`src/rtl/motor_pkg.sv`:
```
// motor_pkg: shared widths and FSM state encoding for the divide arbiter
package motor_pkg;
    localparam int NUMERATOR_W   = 64;
    localparam int DENOMINATOR_W = 32;
    localparam int QUOTIENT_W    = 32;
    typedef enum logic [1:0] {
        IDLE = 2'd0,
        RUN  = 2'd1,
        DONE = 2'd2
    } state_e;
endpackage

```
`src/rtl/round_robin_select.sv`:
```
// round_robin_select: picks the first requester after last_i, wrapping, with last_i itself lowest priority
module round_robin_select #(
    parameter int N_REQ = 4,
    parameter int IDX_W = $clog2(N_REQ)
) (
    input  logic [N_REQ-1:0] req_i,
    input  logic [IDX_W-1:0] last_i,
    output logic             valid_o,
    output logic [IDX_W-1:0] idx_o
);
    // scan offsets from farthest to nearest so the nearest active requester wins
    always_comb begin
        valid_o = 1'b0;
        idx_o   = last_i;
        for (int j = N_REQ; j >= 1; j--) begin
            if (req_i[IDX_W'((int'(last_i) + j) % N_REQ)]) begin
                valid_o = 1'b1;
                idx_o   = IDX_W'((int'(last_i) + j) % N_REQ);
            end
        end
    end
endmodule

```
`src/rtl/divide_arbiter.sv`:
```
// divide_arbiter: round-robin sharing of one fixed-latency Divide core; DIVIDE_ARBITER_DIV_ZERO_BYPASS_EN short-circuits zero denominators
module divide_arbiter
    import motor_pkg::*;
#(
    parameter int N_REQ   = 4,
    parameter int LATENCY = 34
) (
    input  logic                             Clk,
    input  logic                             nReset,
    input  logic [N_REQ-1:0]                 Req,
    input  logic [N_REQ*NUMERATOR_W-1:0]     Numerator,
    input  logic [N_REQ*DENOMINATOR_W-1:0]   Denominator,
    output logic [N_REQ-1:0]                 Done,
    output logic [QUOTIENT_W-1:0]            Quotient,
    output logic                             DivZero,
    output logic                             Busy,
    output logic [NUMERATOR_W-1:0]           Div_Numerator,
    output logic [DENOMINATOR_W-1:0]         Div_Denominator,
    input  logic [QUOTIENT_W-1:0]            Div_Quotient
);
    localparam int IDX_W = $clog2(N_REQ);
    localparam logic [7:0] LAST_CNT = 8'(LATENCY - 1);

    state_e                   state_q, state_d;
    logic [7:0]               cnt_q, cnt_d;
    logic [IDX_W-1:0]         last_q, last_d;
    logic [N_REQ-1:0]         done_q, done_d;
    logic [QUOTIENT_W-1:0]    quot_q, quot_d;
    logic                     dz_q, dz_d;
    logic [NUMERATOR_W-1:0]   num_q, num_d;
    logic [DENOMINATOR_W-1:0] den_q, den_d;

    logic                     gnt_valid;
    logic [IDX_W-1:0]         gnt_idx;
    logic [NUMERATOR_W-1:0]   sel_num;
    logic [DENOMINATOR_W-1:0] sel_den;
    logic                     bypass;

    round_robin_select #(.N_REQ(N_REQ), .IDX_W(IDX_W)) u_rr (
        .req_i   (Req),
        .last_i  (last_q),
        .valid_o (gnt_valid),
        .idx_o   (gnt_idx)
    );

    assign sel_num = Numerator[int'(gnt_idx)*NUMERATOR_W +: NUMERATOR_W];
    assign sel_den = Denominator[int'(gnt_idx)*DENOMINATOR_W +: DENOMINATOR_W];

`ifdef DIVIDE_ARBITER_DIV_ZERO_BYPASS_EN
    assign bypass = sel_den == '0;
`else
    assign bypass = 1'b0;
`endif

    assign Done            = done_q;
    assign Quotient        = quot_q;
    assign DivZero         = dz_q;
    assign Busy            = state_q != IDLE;
    assign Div_Numerator   = num_q;
    assign Div_Denominator = den_q;

    // grant in IDLE, count core latency in RUN, pulse Done for one cycle in DONE
    always_comb begin
        state_d = state_q;
        cnt_d   = cnt_q;
        last_d  = last_q;
        done_d  = done_q;
        quot_d  = quot_q;
        dz_d    = dz_q;
        num_d   = num_q;
        den_d   = den_q;
        if (state_q == IDLE) begin
            if (gnt_valid) begin
                last_d = gnt_idx;
                cnt_d  = '0;
                if (bypass) begin
                    state_d = DONE;
                    done_d  = N_REQ'(1) << gnt_idx;
                    quot_d  = '1;
                    dz_d    = 1'b1;
                end else begin
                    state_d = RUN;
                    num_d   = sel_num;
                    den_d   = sel_den;
                end
            end
        end else if (state_q == RUN) begin
            if (cnt_q == LAST_CNT) begin
                state_d = DONE;
                done_d  = Req[last_q] ? N_REQ'(1) << last_q : '0;
                quot_d  = Req[last_q] ? Div_Quotient : quot_q;
            end else begin
                cnt_d = cnt_q + 8'd1;
            end
        end else begin
            state_d = IDLE;
            done_d  = '0;
            dz_d    = 1'b0;
        end
    end

    // state registers; last index resets to N_REQ-1 so requester 0 wins first
    always_ff @(posedge Clk or negedge nReset) begin
        if (!nReset) begin
            state_q <= IDLE;
            cnt_q   <= '0;
            last_q  <= IDX_W'(N_REQ - 1);
            done_q  <= '0;
            quot_q  <= '0;
            dz_q    <= 1'b0;
            num_q   <= '0;
            den_q   <= '0;
        end else begin
            state_q <= state_d;
            cnt_q   <= cnt_d;
            last_q  <= last_d;
            done_q  <= done_d;
            quot_q  <= quot_d;
            dz_q    <= dz_d;
            num_q   <= num_d;
            den_q   <= den_d;
        end
    end
endmodule

```
`config.mk`:
```
export PLATFORM = sky130hd
export DESIGN_NAME = divide_arbiter
export DESIGN_NICKNAME = d
export VERILOG_FILES = /design/src/rtl/motor_pkg.sv /design/src/rtl/round_robin_select.sv /design/src/rtl/divide_arbiter.sv
export SDC_FILE = /design/constraint.sdc
export NUM_CORES = 1
export LEC_CHECK = 0
export ABC_AREA = 1
export CORE_AREA = 2 2 215 217
export DETAILED_ROUTE_END_ITERATION = 10
export DIE_AREA = 0 0 217 219
export GPL_TIMING_DRIVEN = 0
export HOLD_SLACK_MARGIN = 0.02
export PLACE_DENSITY = 0.54
export SYNTH_ARGS = -nofsm -noshare
export SYNTH_HDL_FRONTEND = slang
export SYNTH_SLANG_ARGS = --single-unit
```
`constraint.sdc`:
```
create_clock -name Clk -period 2.72 [get_ports Clk]
set_clock_uncertainty 0.2 [all_clocks]
set_input_delay 0.544 -clock Clk [delete_from_list [all_inputs] [get_ports Clk]]
set_output_delay 0.544 -clock Clk [all_outputs]
set_load 0.005 [all_outputs]
```
# After elaboration in Yosys (flattened, before gate mapping)
# Index checks and enable logic that the tools add are counted.
[word_totals] reg_bits=144 out_inout_bits=134 in_bits=422
[classes] n_bitwise=1 magnitude_cmp=5 reduce_logical=8 n_eq_ne=6 mux=33 shifts=3 add_sub_neg=5
[ops] op="indexed part select 256 x 9 -> 64 bit" count=1
[ops] op="indexed part select 128 x 8 -> 32 bit" count=1
[ops] op="2-to-1 mux 8 bit" count=4
[ops] op="< comparator 2 x 4 -> 1 bit (second input constant)" count=4
[ops] op="2-to-1 mux 2 bit" count=8
[ops] op="2-to-1 mux 1 bit" count=13
[ops] op="2-to-1 mux 4 bit" count=3
[ops] op="binary-select mux 1 bit (select 2 bit)" count=5
[ops] op="adder 8 x 1 -> 8 bit (second input constant)" count=1
[ops] op="equality test 8 x 6 -> 1 bit (second input constant)" count=1
[ops] op="AND reduction 2 bit" count=3
[ops] op="adder 2 x 1 -> 2 bit (second input constant)" count=2
[ops] op="adder 2 bit (second input constant)" count=2
[ops] op="inequality test 2 bit (second input constant)" count=2
[ops] op="AND reduction 4 bit" count=1
[ops] op="nonzero test 2 bit" count=2
[ops] op="<< shifter 1 x 2 -> 4 bit (first input constant)" count=1
[ops] op="< comparator 2 x 3 -> 1 bit (second input constant)" count=1
[ops] op="inequality test 3 x 2 -> 1 bit (second input constant)" count=1
[ops] op="AND reduction 3 bit" count=1
[ops] op="equality test 2 x 1 -> 1 bit (second input constant)" count=1
[ops] op="zero test 2 bit" count=1
[ops] op="inequality test 2 x 1 -> 1 bit (second input constant)" count=1
[ops] op="inverter 1 bit" count=1

# Depth between registers and ports, before layout
[logic_depth] word_depth=10 mapped_depth=16

# Cells and area by module
# From an unflattened synthesis, not the netlist that was laid out.
[unflattened] cells_unflattened=1253 area_unflattened_um2=8629.5
[by_module_without_submodules] mod="divide_arbiter" instances=1 area_per_inst_um2=8415.6 seq_area_each_um2=3606.0 cells_each=1207
[by_module_without_submodules] mod="round_robin_select" instances=1 area_per_inst_um2=214.0 seq_area_each_um2=0.0 cells_each=46

# Least setup slack after synthesis
# Ideal clock, no wire load.
[synth_path] kind="register -> register" start="reg last_q[0]" end="reg num_q[32], in the netlist Div_Numerator[32]" slack_ns=0.320 required_ns=2.390 path_buffers=2 path_stages_with_launch=15 setup_ns=0.130 arrival_ns=2.070 path_cell_list="dfstp_2 > inv_2 > ha_1 > inv_1 > nand3_1 > nand2_1 > inv_2 > nand2_1 > nand3_1 > nand2_1 > buf_6 > buf_2 > or2_0 > nand3_1 > nand3_1"
[synth_between] elab_chain_cells=9 elab_cells_between_ends=26 cone_classes="4 x add/sub; 1 x shift; 20 x mux; 1 x reduce/logical"
[synth_rtl] element="start: declaration" line="divide_arbiter.sv:26" text="logic [IDX_W-1:0] last_q, last_d;"
[synth_rtl] element="start signal: assignment" line="divide_arbiter.sv:107" text="last_q <= IDX_W'(N_REQ - 1);"
[synth_rtl] element="start signal: assignment" line="divide_arbiter.sv:116" text="last_q <= last_d;"
[synth_rtl] element="adder 2 x 1 -> 2 bit" line="round_robin_select.sv:16, round_robin_select.sv:18"
[synth_rtl] element="binary-select mux 1 bit (select 2 bit)" line="round_robin_select.sv:16" text="if (req_i[IDX_W'((int'(last_i) + j) % N_REQ)]) begin"
[synth_rtl] element="2-to-1 mux 1 bit (not written as such) (2 in series)" line="round_robin_select.sv:16"
[synth_rtl] element="2-to-1 mux 2 bit or 2-to-1 mux 1 bit (tied branches) (4 in series)" line="round_robin_select.sv:16"
[synth_rtl] element="indexed part select 256 x 9 -> 64 bit or AND reduction 2 bit (tied branches)"
[synth_rtl] element="end signal: assignment" line="divide_arbiter.sv:120" text="num_q <= num_d;"
[synth_rtl] element="end: declaration" line="divide_arbiter.sv:30" text="logic [NUMERATOR_W-1:0] num_q, num_d;"
# Several ways; a longest one is shown, not always the timed one. The select of a mux whose other input is x is not followed.
# A chain may end at the register's enable or synchronous reset.

# Final worst setup path
[layout_path] start="reg last_q[0]" end="reg num_q[52], in the netlist Div_Numerator[52]"
# The elaborated chain is that of the path after synthesis.

==> results.md <==
* Post-route ant nets at 0
* Met3 global-route usage at 0.0524
* Nets at 2566
* GPL Wtd Cong at 0.996
* Worst skew pair latency at 450 ps
* Static Leak at 8.86 nW
* Core area at 45100 sq um
* CP endpoint kind: register
* Fin. Hold Viols at 0
* Initial antenna violation count at 1
* Vias per cell at 4.31
* Critical Path End: Div_Numerator[52]
* Most common cell after layout, fill and taps aside: clkdlybuf4s50_1
* Share of the synthesized area in the top cell type at 0.360
* Most frequent cells in the layout: clkdlybuf4s50_1, nand2_1, inv_1
* CTS max path bufs at 2
* Worst R2R End: Div_Numerator[52]
* Die boundary width at 217 um
* Critical Setup Path Class: reg -> reg
* Final instance area at 17300 sq um
* Register bit total from synthesis at 144
* Root Buffer Master: clkbuf_16
* DIE AREA at 47500 sq um
* TritonCTS Buffers at 17
* Vias at 11900
* Share of the yosys chip area belonging to registers at 0.365
* Fmax at 0.373 GHz
* Synthesized area at 9870 sq um
* Fin crit period at 2680 ps
* Max cap viols at 0
* First-pass detailed-route iteration total at 5
* Starting Density at 0.219
* CTS tree: done
* Post-Syn Instances at 1552
* CP dominant cell by count: inv_2
* Worst path slowest cell: dfstp_2
* Net count after synthesis at 1980
* Status: finished, final reports clean
* Worst R2R Setup Slack at 40 ps
* GR peak layer: met2
* Post-synth cell types at 25
* R2R depth at 13
* Met2 Use GR at 0.347
* Worst-path cell chain: clkinv_4 -> ha_4 -> inv_2 -> nand3_2 -> nand2_1 -> inv_2 -> nand2_2 -> nand3_4 -> nand2_8 -> buf_12 -> buf_8 -> o211ai_1 -> nand3_1
* Max-slew violations at 0
* GR Overflow Total at 0
* DRT iter0 DRCs at 649
* DR WL/cell at 17.9 um
* CTS clk-pin slew, worst paths at 70 ps
* Setup TNS Final at 0 ps
* Startpoint Class: register
* Fillers at 4773
* Total routed wirelength at 49300 um
* Pin count of the biggest net entering global routing at 74
* Die H at 219 um
* Syn_area_per_cell at 6.36 sq um
* Placed Area at 16200 sq um
* First-pass GRT wire length at 71700 um
* CP peak stage delay at 580 ps
* Crit path from: last_q[0]
* Top post-synthesis cells by area: dfrtp_1, nand2_1, nand3_1
* Yosys warnings at 0
* Layout cells sized above 1 at 0.0865
* # port buffers at 554
* # clock sinks at 144
* Unrepaired setup endpoints after global routing: yes
* CP max FO at 8
* Area grow syn2layout at 75.7%
* Deepest level of the CTS H-tree at 4
* DRC at 0
* Slew HR at 0.590
* # setup viols final at 0
* Worst R2R Start: last_q[0]
* Required time worst endpoint at 2830 ps
* Slew @ Worst Pin at 615 ps
* Power Density at 345 nW/um^2
* Peak supply drop at 397 uV
* I/O Pins at 556
* Routing usage on met1 at 0.245
* Hold Crit Class: reg -> reg
* Tot GR Track Use at 0.200
* Vias in the first global route at 11500
* N_diodes at 0
* Hpwl dp at 38700 um
* Worst Path Arrival at 2790 ps
* Fin crit share at 0.984
* # rows at 78
* Yosys top cell by area: dfrtp_1
## Yosys cell counts
| library cell | n |
|---|---|
| nand4_1 | 1 |
| inv_2 | 3 |
| or2_2 | 20 |
| conb_1 | 1 |
| nor2_1 | 7 |
| a21oi_1 | 7 |
| o31ai_1 | 1 |
| inv_1 | 343 |
| buf_4 | 17 |
| nor4_1 | 1 |
| and2_1 | 1 |
| nand2_2 | 1 |
| dfrtp_1 | 142 |
| buf_2 | 57 |
| xor2_1 | 1 |
| o211ai_1 | 51 |
| clkbuf_1 | 21 |
| nor3_1 | 3 |
| nand3_1 | 300 |
| dfstp_2 | 2 |
| ha_1 | 6 |
| o21ai_0 | 47 |
| or2_0 | 30 |
| nand2_1 | 488 |
| buf_6 | 1 |
## power by group
group,internal (mW),switching [mW]
registers,2.14,0
logic,0.798,0.575
clock network,1.31,1.16
total,4.25,1.73
## cells by family after synthesis
family                   Yosys count  share of synthesized area
adder cells (fa/ha/maj)            6                    0.00761
XOR/XNOR                           1                   0.000888
other                              1                   0.000380
flip-flops                       144                      0.365
buffers and inverters            442                      0.183
AO/OA/AOI/OAI                    106                     0.0669
AND/OR/NAND/NOR                  852                      0.376
## area by class of cell
class	instances	area, sq um	area share
repair buffers	567	5730	0.330
multi-input cells	966	4600	0.265
flip-flops and latches	144	3610	0.208
inverters	346	1300	0.0752
plain buffers	96	752	0.0434
well taps	600	751	0.0433
clock buffers	17	425	0.0245
clock inverters	15	168	0.00967
## metrics by stage
step                      setup WS (ps)  power (mW)  std cells  hold WS [ps]   util
final                              42.4        5.98       2751           281  0.384
after global routing              -83.5        6.28       2751           304  0.384
after CTS                        -0.765        6.02       2744           284  0.377
after detailed placement           -697        3.47       2707           265  0.359
after global placement            -5770        3.47       2706           263  0.359
after floorplan                     320        2.63       1552          48.4      -
## worst max-delay path, delay by kind of cell (launching register included)
family	cells	cell delay [ps]
AND/OR/NAND/NOR	6	610
adder cells (fa/ha/maj)	1	280
buffers and inverters	5	520
AO/OA/AOI/OAI	1	330
flip-flops	1	580
## registers in the layout (all words and copies together) (netlist names)
signal and flops:
state_q 2, Div_Numerator 64, Div_Denominator 32, cnt_q 8, Quotient 32, last_q 2
Done 4
## timing repair
item | CTS | global route
gates cloned | 0 | 3
pin swaps | 5 | 13
hold buffers | 1 | 0
endpoints found under the hold margin | 69 | 0
resized for setup | 57 | 82
setup buffers | 4 | 4
endpoints found under the setup margin | 105 | 100
## per-layer routing
metal / wire length (um) / part of all wire
met5: 13 / 0.00026
met4: 960 / 0.019
met3: 3360 / 0.068
met2: 24200 / 0.49
met1: 20700 / 0.42
## worst min-delay path by stage
stage / start / to / slack, ps / cells past startpoint
2_1_floorplan: nReset / Div_Denominator[0] / 50 / 0
3_3_place_gp: Div_Denominator[23] / Div_Denominator[23] / 260 / 2
3_5_place_dp: Div_Numerator[10] / Div_Numerator[10] / 260 / 2
4_1_cts: Div_Numerator[26] / Div_Numerator[26] / 280 / 2
5_1_grt: Div_Numerator[26] / Div_Numerator[26] / 300 / 2
6_report: Div_Numerator[26] / Div_Numerator[26] / 280 / 2
Note: power is estimated with default switching activity, not from simulation.
